===== src/rtl/imem_loader_pkg.sv =====
// -----------------------------------------------------------------------------
// imem_loader_pkg
// Shared definitions for the instruction-memory program loader.
//   - state_e        : loader FSM states (CHK is only reachable when the
//                      IMEM_LOADER_CHECKSUM_EN macro is defined)
//   - DEPTH_DEF      : default instruction memory size in bytes
//   - ADDR_W_DEF     : default byte address width (clog2 of DEPTH_DEF)
//   - LEN_W_DEF      : default width of the stream length header
//   - is_loading()   : states in which the loader accepts stream bytes
// -----------------------------------------------------------------------------
package imem_loader_pkg;

    localparam int DEPTH_DEF  = 1024;
    localparam int ADDR_W_DEF = 10;
    localparam int LEN_W_DEF  = 16;

    typedef enum logic [2:0] {
        IDLE   = 3'd0,
        LEN_HI = 3'd1,
        LEN_LO = 3'd2,
        DATA   = 3'd3,
        CHK    = 3'd4,
        DONE   = 3'd5,
        ERR    = 3'd6
    } state_e;

    // States that take a byte from the stream; drives s_ready and busy.
    function automatic logic is_loading(input state_e st);
        logic res;
        case (st)
            LEN_HI, LEN_LO, DATA, CHK: res = 1'b1;
            default:                   res = 1'b0;
        endcase
        return res;
    endfunction

endpackage


===== src/rtl/imem_loader.sv =====
// -----------------------------------------------------------------------------
// imem_loader
// Byte-stream program loader. Receives a length-framed byte stream
// (LEN_HI, LEN_LO, payload...) over valid/ready and writes each payload byte
// to the byte-addressed instruction memory, starting at address 0 in stream
// order. The datapath is held in reset (core_rst=1) until an image has been
// loaded completely.
//
// Optional build macro: IMEM_LOADER_CHECKSUM_EN
//   When defined, one extra byte follows the payload and must equal the XOR
//   of all payload bytes (8'h00 for an empty payload); otherwise the load
//   ends in ERR.
//
// Ports:
//   clk      in   clock, rising edge
//   rst      in   asynchronous active-low reset
//   start    in   one-cycle pulse that begins a load (ignored while busy)
//   s_valid  in   stream byte valid
//   s_data   in   stream byte
//   s_ready  out  loader accepts a byte this cycle (registered)
//   wr_en    out  instruction-memory byte write strobe
//   wr_addr  out  byte address of the write
//   wr_data  out  byte written
//   core_rst out  active-high datapath reset (low only in DONE)
//   busy     out  a load is in progress
//   done     out  last load completed successfully
//   err      out  last load failed
// -----------------------------------------------------------------------------
import imem_loader_pkg::*;

module imem_loader #(
    parameter int DEPTH  = DEPTH_DEF,
    parameter int ADDR_W = ADDR_W_DEF,
    parameter int LEN_W  = LEN_W_DEF
) (
    input  logic              clk,
    input  logic              rst,
    input  logic              start,
    input  logic              s_valid,
    input  logic [7:0]        s_data,
    output logic              s_ready,
    output logic              wr_en,
    output logic [ADDR_W-1:0] wr_addr,
    output logic [7:0]        wr_data,
    output logic              core_rst,
    output logic              busy,
    output logic              done,
    output logic              err
);

    state_e            state_q,    state_d;
    logic [LEN_W-1:0]  len_q,      len_d;
    logic [ADDR_W:0]   count_q,    count_d;
    logic              s_ready_q,  s_ready_d;
    logic              wr_en_q,    wr_en_d;
    logic [ADDR_W-1:0] wr_addr_q,  wr_addr_d;
    logic [7:0]        wr_data_q,  wr_data_d;
    logic              core_rst_q, core_rst_d;
    logic              busy_q,     busy_d;
    logic              done_q,     done_d;
    logic              err_q,      err_d;
`ifdef IMEM_LOADER_CHECKSUM_EN
    logic [7:0]        csum_q,     csum_d;
`endif

    logic              accept_s;
    logic [LEN_W-1:0]  len_new_s;
    logic [ADDR_W:0]   count_inc_s;
    state_e            end_state_s;

    assign accept_s    = s_valid & s_ready_q;
    // Length as it will be once the low header byte is captured.
    assign len_new_s   = {len_q[LEN_W-1:8], s_data};
    assign count_inc_s = count_q + {{ADDR_W{1'b0}}, 1'b1};
`ifdef IMEM_LOADER_CHECKSUM_EN
    assign end_state_s = CHK;
`else
    assign end_state_s = DONE;
`endif

    // Next-state, header/count bookkeeping and write-register computation.
    always_comb begin
        state_d   = state_q;
        len_d     = len_q;
        count_d   = count_q;
        wr_en_d   = 1'b0;
        wr_addr_d = wr_addr_q;
        wr_data_d = wr_data_q;
`ifdef IMEM_LOADER_CHECKSUM_EN
        csum_d    = csum_q;
`endif
        case (state_q)
            IDLE, DONE, ERR: begin
                if (start) begin
                    state_d = LEN_HI;
                    count_d = '0;
`ifdef IMEM_LOADER_CHECKSUM_EN
                    csum_d  = 8'h00;
`endif
                end else begin
                    state_d = state_q;
                end
            end
            LEN_HI: begin
                if (accept_s) begin
                    len_d   = {s_data, len_q[7:0]};
                    state_d = LEN_LO;
                end else begin
                    state_d = LEN_HI;
                end
            end
            LEN_LO: begin
                if (accept_s) begin
                    len_d   = len_new_s;
                    count_d = '0;
                    if (len_new_s == {LEN_W{1'b0}}) begin
                        state_d = end_state_s;
                    end else if (len_new_s > LEN_W'(DEPTH)) begin
                        state_d = ERR;
                    end else begin
                        state_d = DATA;
                    end
                end else begin
                    state_d = LEN_LO;
                end
            end
            DATA: begin
                if (accept_s) begin
                    wr_en_d   = 1'b1;
                    wr_addr_d = count_q[ADDR_W-1:0];
                    wr_data_d = s_data;
                    count_d   = count_inc_s;
`ifdef IMEM_LOADER_CHECKSUM_EN
                    csum_d    = csum_q ^ s_data;
`endif
                    // len <= DEPTH was enforced, so count never overflows.
                    if (LEN_W'(count_inc_s) == len_q) begin
                        state_d = end_state_s;
                    end else begin
                        state_d = DATA;
                    end
                end else begin
                    state_d = DATA;
                end
            end
`ifdef IMEM_LOADER_CHECKSUM_EN
            CHK: begin
                if (accept_s) begin
                    if (s_data == csum_q) begin
                        state_d = DONE;
                    end else begin
                        state_d = ERR;
                    end
                end else begin
                    state_d = CHK;
                end
            end
`endif
            default: begin
                state_d = IDLE;
            end
        endcase
    end

    // Status outputs are registered from the next state so they line up with it.
    always_comb begin
        s_ready_d  = is_loading(state_d);
        busy_d     = is_loading(state_d);
        done_d     = (state_d == DONE);
        err_d      = (state_d == ERR);
        core_rst_d = (state_d != DONE);
    end

    // State, counters and registered outputs.
    always_ff @(posedge clk or negedge rst) begin
        if (!rst) begin
            state_q    <= IDLE;
            len_q      <= '0;
            count_q    <= '0;
            s_ready_q  <= 1'b0;
            wr_en_q    <= 1'b0;
            wr_addr_q  <= '0;
            wr_data_q  <= 8'h00;
            core_rst_q <= 1'b1;
            busy_q     <= 1'b0;
            done_q     <= 1'b0;
            err_q      <= 1'b0;
`ifdef IMEM_LOADER_CHECKSUM_EN
            csum_q     <= 8'h00;
`endif
        end else begin
            state_q    <= state_d;
            len_q      <= len_d;
            count_q    <= count_d;
            s_ready_q  <= s_ready_d;
            wr_en_q    <= wr_en_d;
            wr_addr_q  <= wr_addr_d;
            wr_data_q  <= wr_data_d;
            core_rst_q <= core_rst_d;
            busy_q     <= busy_d;
            done_q     <= done_d;
            err_q      <= err_d;
`ifdef IMEM_LOADER_CHECKSUM_EN
            csum_q     <= csum_d;
`endif
        end
    end

    assign s_ready  = s_ready_q;
    assign wr_en    = wr_en_q;
    assign wr_addr  = wr_addr_q;
    assign wr_data  = wr_data_q;
    assign core_rst = core_rst_q;
    assign busy     = busy_q;
    assign done     = done_q;
    assign err      = err_q;

endmodule

===== config.mk =====
export PLATFORM = sky130hd
export DESIGN_NAME = imem_loader
export DESIGN_NICKNAME = d
export VERILOG_FILES = /design/src/rtl/imem_loader_pkg.sv /design/src/rtl/imem_loader.sv
export SDC_FILE = /design/constraint.sdc
export NUM_CORES = 1
export LEC_CHECK = 0
export ABC_AREA = 1
export CELL_PAD_IN_SITES_DETAIL_PLACEMENT = 0
export CELL_PAD_IN_SITES_GLOBAL_PLACEMENT = 1
export CORE_ASPECT_RATIO = 0.7
export CORE_MARGIN = 1.5
export CORE_UTILIZATION = 43
export CTS_BUF_LIST = sky130_fd_sc_hd__clkbuf_16
export DETAILED_ROUTE_END_ITERATION = 10
export PLACE_DENSITY_LB_ADDON = 0.1
export REMOVE_ABC_BUFFERS = 1
export SYNTH_ARGS = -nofsm -noshare
export SYNTH_HDL_FRONTEND = slang
export SYNTH_SLANG_ARGS = --single-unit

===== constraint.sdc =====
create_clock -name clk -period 3.3 [get_ports clk]
set_input_delay 0.66 -clock clk [delete_from_list [all_inputs] [get_ports clk]]
set_output_delay 0.66 -clock clk [all_outputs]
set_load 0.03 [all_outputs]

# After elaboration in Yosys (flattened, before gate mapping)
# Cells that the tools add are included.
[word_totals] reg_bits=53 inputBits=12 output_inout_bits=24 elab_cells=59
[classes] addsub=1 order_cmp=1 eq_ne=16 muxes=18 bitwise=3 n_reduce_logical=9
[op_table] operator="11-bit 2-to-1 mux" n=3
[op_table] operator="11-bit case mux with 3 select lines" n=1
[op_table] operator="16-bit case mux with 2 select lines" n=1
[op_table] operator="3-bit 2-to-1 mux" n=6
[op_table] operator="11-bit by 16-bit == test with 1-bit output" n=1
[op_table] operator="16-bit by 11-bit greater-than comparator with 1-bit output, second input constant" n=1
[op_table] operator="16-bit logical NOT" n=1
[op_table] operator="16-bit 2-to-1 mux" n=1
[op_table] operator="3-bit == test, second input constant" n=5
[op_table] operator="3-bit by 2-bit == test with 1-bit output, second input constant" n=4
[op_table] operator="3-bit case mux with 4 select lines" n=1
[op_table] operator="11-bit by 1-bit adder with 11-bit output, second input constant" n=1
[op_table] operator="8-bit 2-to-1 mux" n=1
[op_table] operator="3-bit by 1-bit == test with 1-bit output, second input constant" n=2
[op_table] operator="2-bit != test, second input constant" n=3
[op_table] operator="3-bit AND reduction" n=2
[op_table] operator="4-bit AND reduction" n=1
[op_table] operator="4-bit OR reduction" n=1
[op_table] operator="3-bit logical NOT" n=1
[op_table] operator="1-bit 2-to-1 mux" n=3
[op_table] operator="3-bit != test, second input constant" n=1
[op_table] operator="3-bit nonzero test" n=1
[op_table] operator="3-bit OR reduction" n=1
[op_table] operator="2-bit 2-to-1 mux" n=1
[op_table] operator="other kinds (3)" n=4

# Longest topological paths before layout
[depth] ltp_word=8 ltp_mapped=14 ltp_nobuf=14

# Worst setup path before layout
# OpenSTA, ideal clock, no wires.
[synth_path] path_kind="register to register" startpoint="register count_q[0]" endpoint="register err_q (netlist: err)" setup_ns=0.124 t_arrival_ns=1.644 required_ns=3.176 slack_ns=1.532 path_stages_with_launch=13 path_buffers=0 period_less_slack_ns=1.768 cell_sequence="dfrtp_1 > ha_1 > nand2_2 > inv_1 > nand2_1 > nand2_1 > or2_1 > nand3_1 > nor2_1 > nand3_1 > nor2_2 > a21oi_2 > nor2_1"
[synth_between] elab_chain_len=6
[synth_rtl] item="start, declared" line_no="imem_loader.sv:53" text="logic [ADDR_W:0] count_q, count_d;"
[synth_rtl] item="start signal, assigned" line_no="imem_loader.sv:194" text="count_q <= count_d;"
[synth_rtl] item="11-bit by 1-bit adder with 11-bit output" line_no="imem_loader.sv:74" text="assign count_inc_s = count_q + {{ADDR_W{1'b0}}, 1'b1};"
[synth_rtl] item="11-bit by 16-bit == test with 1-bit output" line_no="imem_loader.sv:137" text="if (LEN_W'(count_inc_s) == len_q) begin"
[synth_rtl] item="3-bit 2-to-1 mux" line_no="imem_loader.sv:137"
[synth_rtl] item="3-bit 2-to-1 mux" line_no="imem_loader.sv:128" text="if (accept_s) begin"
[synth_rtl] item="3-bit case mux with 4 select lines" line_no="imem_loader.sv:92" text="case (state_q)"
[synth_rtl] item="3-bit == test" line_no="imem_loader.sv:170" text="err_d = (state_d == ERR);"
[synth_rtl] item="named net err_d" line_no="imem_loader.sv:61" text="logic err_q, err_d;"
[synth_rtl] item="end signal, assigned" line_no="imem_loader.sv:202" text="err_q <= err_d;"
[synth_rtl] item="end, declared" line_no="imem_loader.sv:61"
# The timed path passes the listed nets, and every way through them passes these cells.
# A chain may end at the register's enable or synchronous reset.

# Final worst setup path
[layout_path] startpoint="input port s_valid" endpoint="register count_q[2]"
[layout_between] elab_chain_len=3 elab_cells_between_ends=4 cone_classes="eq/ne (2); bitwise (1); reduce/logical (1)"
[layout_rtl] item="start, declared" line_no="imem_loader.sv:39" text="input logic s_valid,"
[layout_rtl] item="1-bit AND (*)" line_no="imem_loader.sv:71" text="assign accept_s = s_valid & s_ready_q;"
[layout_rtl] item="2-bit != test (no source line)"
[layout_rtl] item="4-bit AND reduction (no source line) (*)"
# Mark *: on every way between the ends. The rest lies on a longest branch, timed or not.

==> results.json <==
{
  "grt_pass1_wl_um": 11100,
  "layout_commonest_cell": "nand2_1",
  "synthToLayoutAreaGrowth_pct": 22.2,
  "yosys_warnings": 0,
  "cts_buffer_depth": 2,
  "relSlewSlack_pct": 47.3,
  "peakVddDrop_uv": 417,
  "seq_area_frac_synth_pct": 49.4,
  "path_class": "primary input to flop",
  "reg2reg_depth": 8,
  "finalSetupViolations": 0,
  "slowest_stage": "nor3_2",
  "synth_top_family_by_area": "simple AND/OR/NAND/NOR gates",
  "htree_levels": 2,
  "regArea_mm2": 0.00133,
  "route.vias.total": 2277,
  "crit_path_max_fanout": 11,
  "die_height_um": 69.1,
  "maxSlewViolCount": 0,
  "drt_iter0_drc": 174,
  "muxShareOfSynthArea_pct": 0,
  "synth-xor-area-share_pct": 0.606,
  "worst-path-buf-inv": 1,
  "maxCapViolCount": 0,
  "fillers": 583,
  "viasPerCell": 4.97,
  "clkLatencyLatePin_ns": 0.29,
  "final_cell_mix": "101 x nand2_1, 52 x dfrtp_1, 41 x inv_1",
  "crit_chain": "clkdlybuf4s50_1 > nand2_1 > nor2_4 > a21oi_1 > nor3_2 > o22ai_1",
  "cts_resized": 0,
  "synth_compound_area_share_pct": 11.9,
  "post_cts_buffers": 0,
  "timing.fmax_mhz": 447,
  "critPathTopFamily": "simple AND/OR/NAND/NOR gates",
  "total_leakage_power_nw": 1.52,
  "avgSynthCellArea_um2": 7.78,
  "io_pins": 36,
  "post-place-ws_ns": 0.731,
  "outcome": "finished clean",
  "numCtsBuffers": 5,
  "io_buffers": 35,
  "grt_pass1_vias": 2248,
  "fin_ws_ns": 1.06,
  "die_w_um": 97.5,
  "netlist_area_mm2": 0.00269,
  "drt_wl_total_um": 6370,
  "drive_gt1_share_pct": 10.2,
  "grt_usage_pct": 20.2,
  "cp.depth": 6,
  "nets": 395,
  "wire_per_inst_um": 13.9,
  "fin_tns_setup_ns": 0,
  "critPathRequiredTime_ns": 3.43,
  "worstMarginPinSlew_ns": 0.786,
  "multi_input_area_mm2": 0.00114,
  "cts.clk_slew.worst_paths_ns": 0.07,
  "finalHoldViolCount": 0,
  "yosys.cell_types.count": 31,
  "clock_sinks": 53,
  "max_stage_delay_ns": 0.64,
  "hp-class": "primary input to async pin",
  "yosys.area_share.adder_pct": 0.466,
  "start_util_pct": 45.7,
  "hpwl_um": 4750,
  "core_area_mm2": 0.00587,
  "antenna_left": 0,
  "cts_tree": "done",
  "ys_ff_latch": 53,
  "firstDrtPassIters": 4,
  "rsz0062_at_grt": "false",
  "arrival_ns": 2.37,
  "die_area_mm2": 0.00674,
  "antenna_found_initial": 0,
  "syn_inst": 345,
  "cts_hold_buf": 0,
  "drc_errors": 0,
  "critPathLaunchType": "primary input",
  "num_antenna_cells": 0,
  "core.rowCount": 23,
  "critPathCaptureType": "flop",
  "grt_max_degree": 44,
  "period_share_pct": 67.8,
  "skew_ns": 0.00333,
  "synth_simple_gate_area_share_pct": 29.6,
  "root_buffer": "clkbuf_16",
  "post-route-min-period_ns": 2.24,
  "globalplace.congestion": 0.823,
  "power.density_mw_per_mm2": 868,
  "grt-ovfl-total": 0
}
## path summary, 6_finish.rpt
path / start / to / slack [ns]
max in group asynchronous: rst / len_q[12]$_DFFE_PN0P_ / 2.39
min in group clk: wr_data[6]$_DFFE_PN0P_ / wr_data[6]$_DFFE_PN0P_ / 0.49
worst min-delay path: rst / count_q[8]$_DFFE_PN0P_ / 0.25
worst max register to register: state_q[2]$_DFF_PN0_ / count_q[2]$_DFFE_PN0P_ / 1.18
worst min register to register: wr_data[6]$_DFFE_PN0P_ / wr_data[6]$_DFFE_PN0P_ / 0.49
worst max-delay path: s_valid / count_q[2]$_DFFE_PN0P_ / 1.06
## synth_stat cells, drive strengths merged
library cell	count	area share [%]
nand3b	2	0.56
inv	47	6.6
o21ai	30	5.7
nand4	4	0.93
nand2	106	15
dfrtp	52	48
nor2	41	7.0
nand3	25	5.0
xor2	1	0.61
a21oi	4	0.89
or2	1	0.23
nor3	2	0.56
o22ai	9	2.1
dfstp	1	0.98
o21bai	2	0.70
ha	1	0.47
buf	3	0.65
clkbuf	5	0.70
o31ai	8	2.2
o211ai	1	0.28
## kinds of logic (layout without fill, tap and decap cells)
family,count (synthesis),in the layout
buffers and inverters,55,93
and+or+nand+nor,181,181
xor gates and xnor gates,1,1
adders and majority gates,1,1
DFF,53,53
AOI/OAI and AO/OA,54,54
## layer usage
metal / vias to the layer above / part of all wire (%) / track usage (%)
met1: 1053 / 54 / 31.8
met3: 0 / 4.3 / 4.36
met5: - / 0 / 0
met2: 48 / 42 / 29.1
li1: 1176 / - / -
met4: 0 / 0 / 2.86
## power by group
group          internal [W]  switching (W)
Clock              0.000359       0.000240
Sequential         0.000858       0.000153
Combinational      0.000431       0.000806
Total               0.00165        0.00120
## layout make-up
| class | instances | share of cell area, % |
|---|---|---|
| Inverter | 47 | 5.38 |
| Clock buffer | 5 | 3.81 |
| Tap cell | 75 | 2.86 |
| Multi-Input combinational cell | 237 | 34.9 |
| Timing Repair Buffer | 38 | 11.2 |
| Clock inverter | 3 | 1.41 |
| Sequential cell | 53 | 40.4 |
## flip-flops by register name (all words and copies together) (netlist names)
| register | count |
|---|---|
| len_q | 16 |
| count_q | 11 |
| wr_addr | 10 |
| wr_data | 8 |
| state_q | 3 |
| busy | 1 |
| core_rst | 1 |
| done | 1 |
| err | 1 |
| wr_en | 1 |
## metrics by stage
| step | hold slack [ns] | instances | instance area [um^2] | util, % | total power, W |
|---|---|---|---|---|---|
| after CTS | 0.261 | 458 | 3280 | 55.9 | 0.00287 |
| after floorplan | 0.364 | 337 | 2650 | - | 0.00182 |
| final | 0.251 | 458 | 3280 | 55.9 | 0.00285 |
| after global placement | 0.464 | 450 | 3110 | 53.0 | 0.00224 |
| after global routing | 0.278 | 458 | 3280 | 55.9 | 0.00306 |
| after detailed placement | 0.473 | 450 | 3110 | 53.0 | 0.00226 |
(Power assumes the default switching activity.)
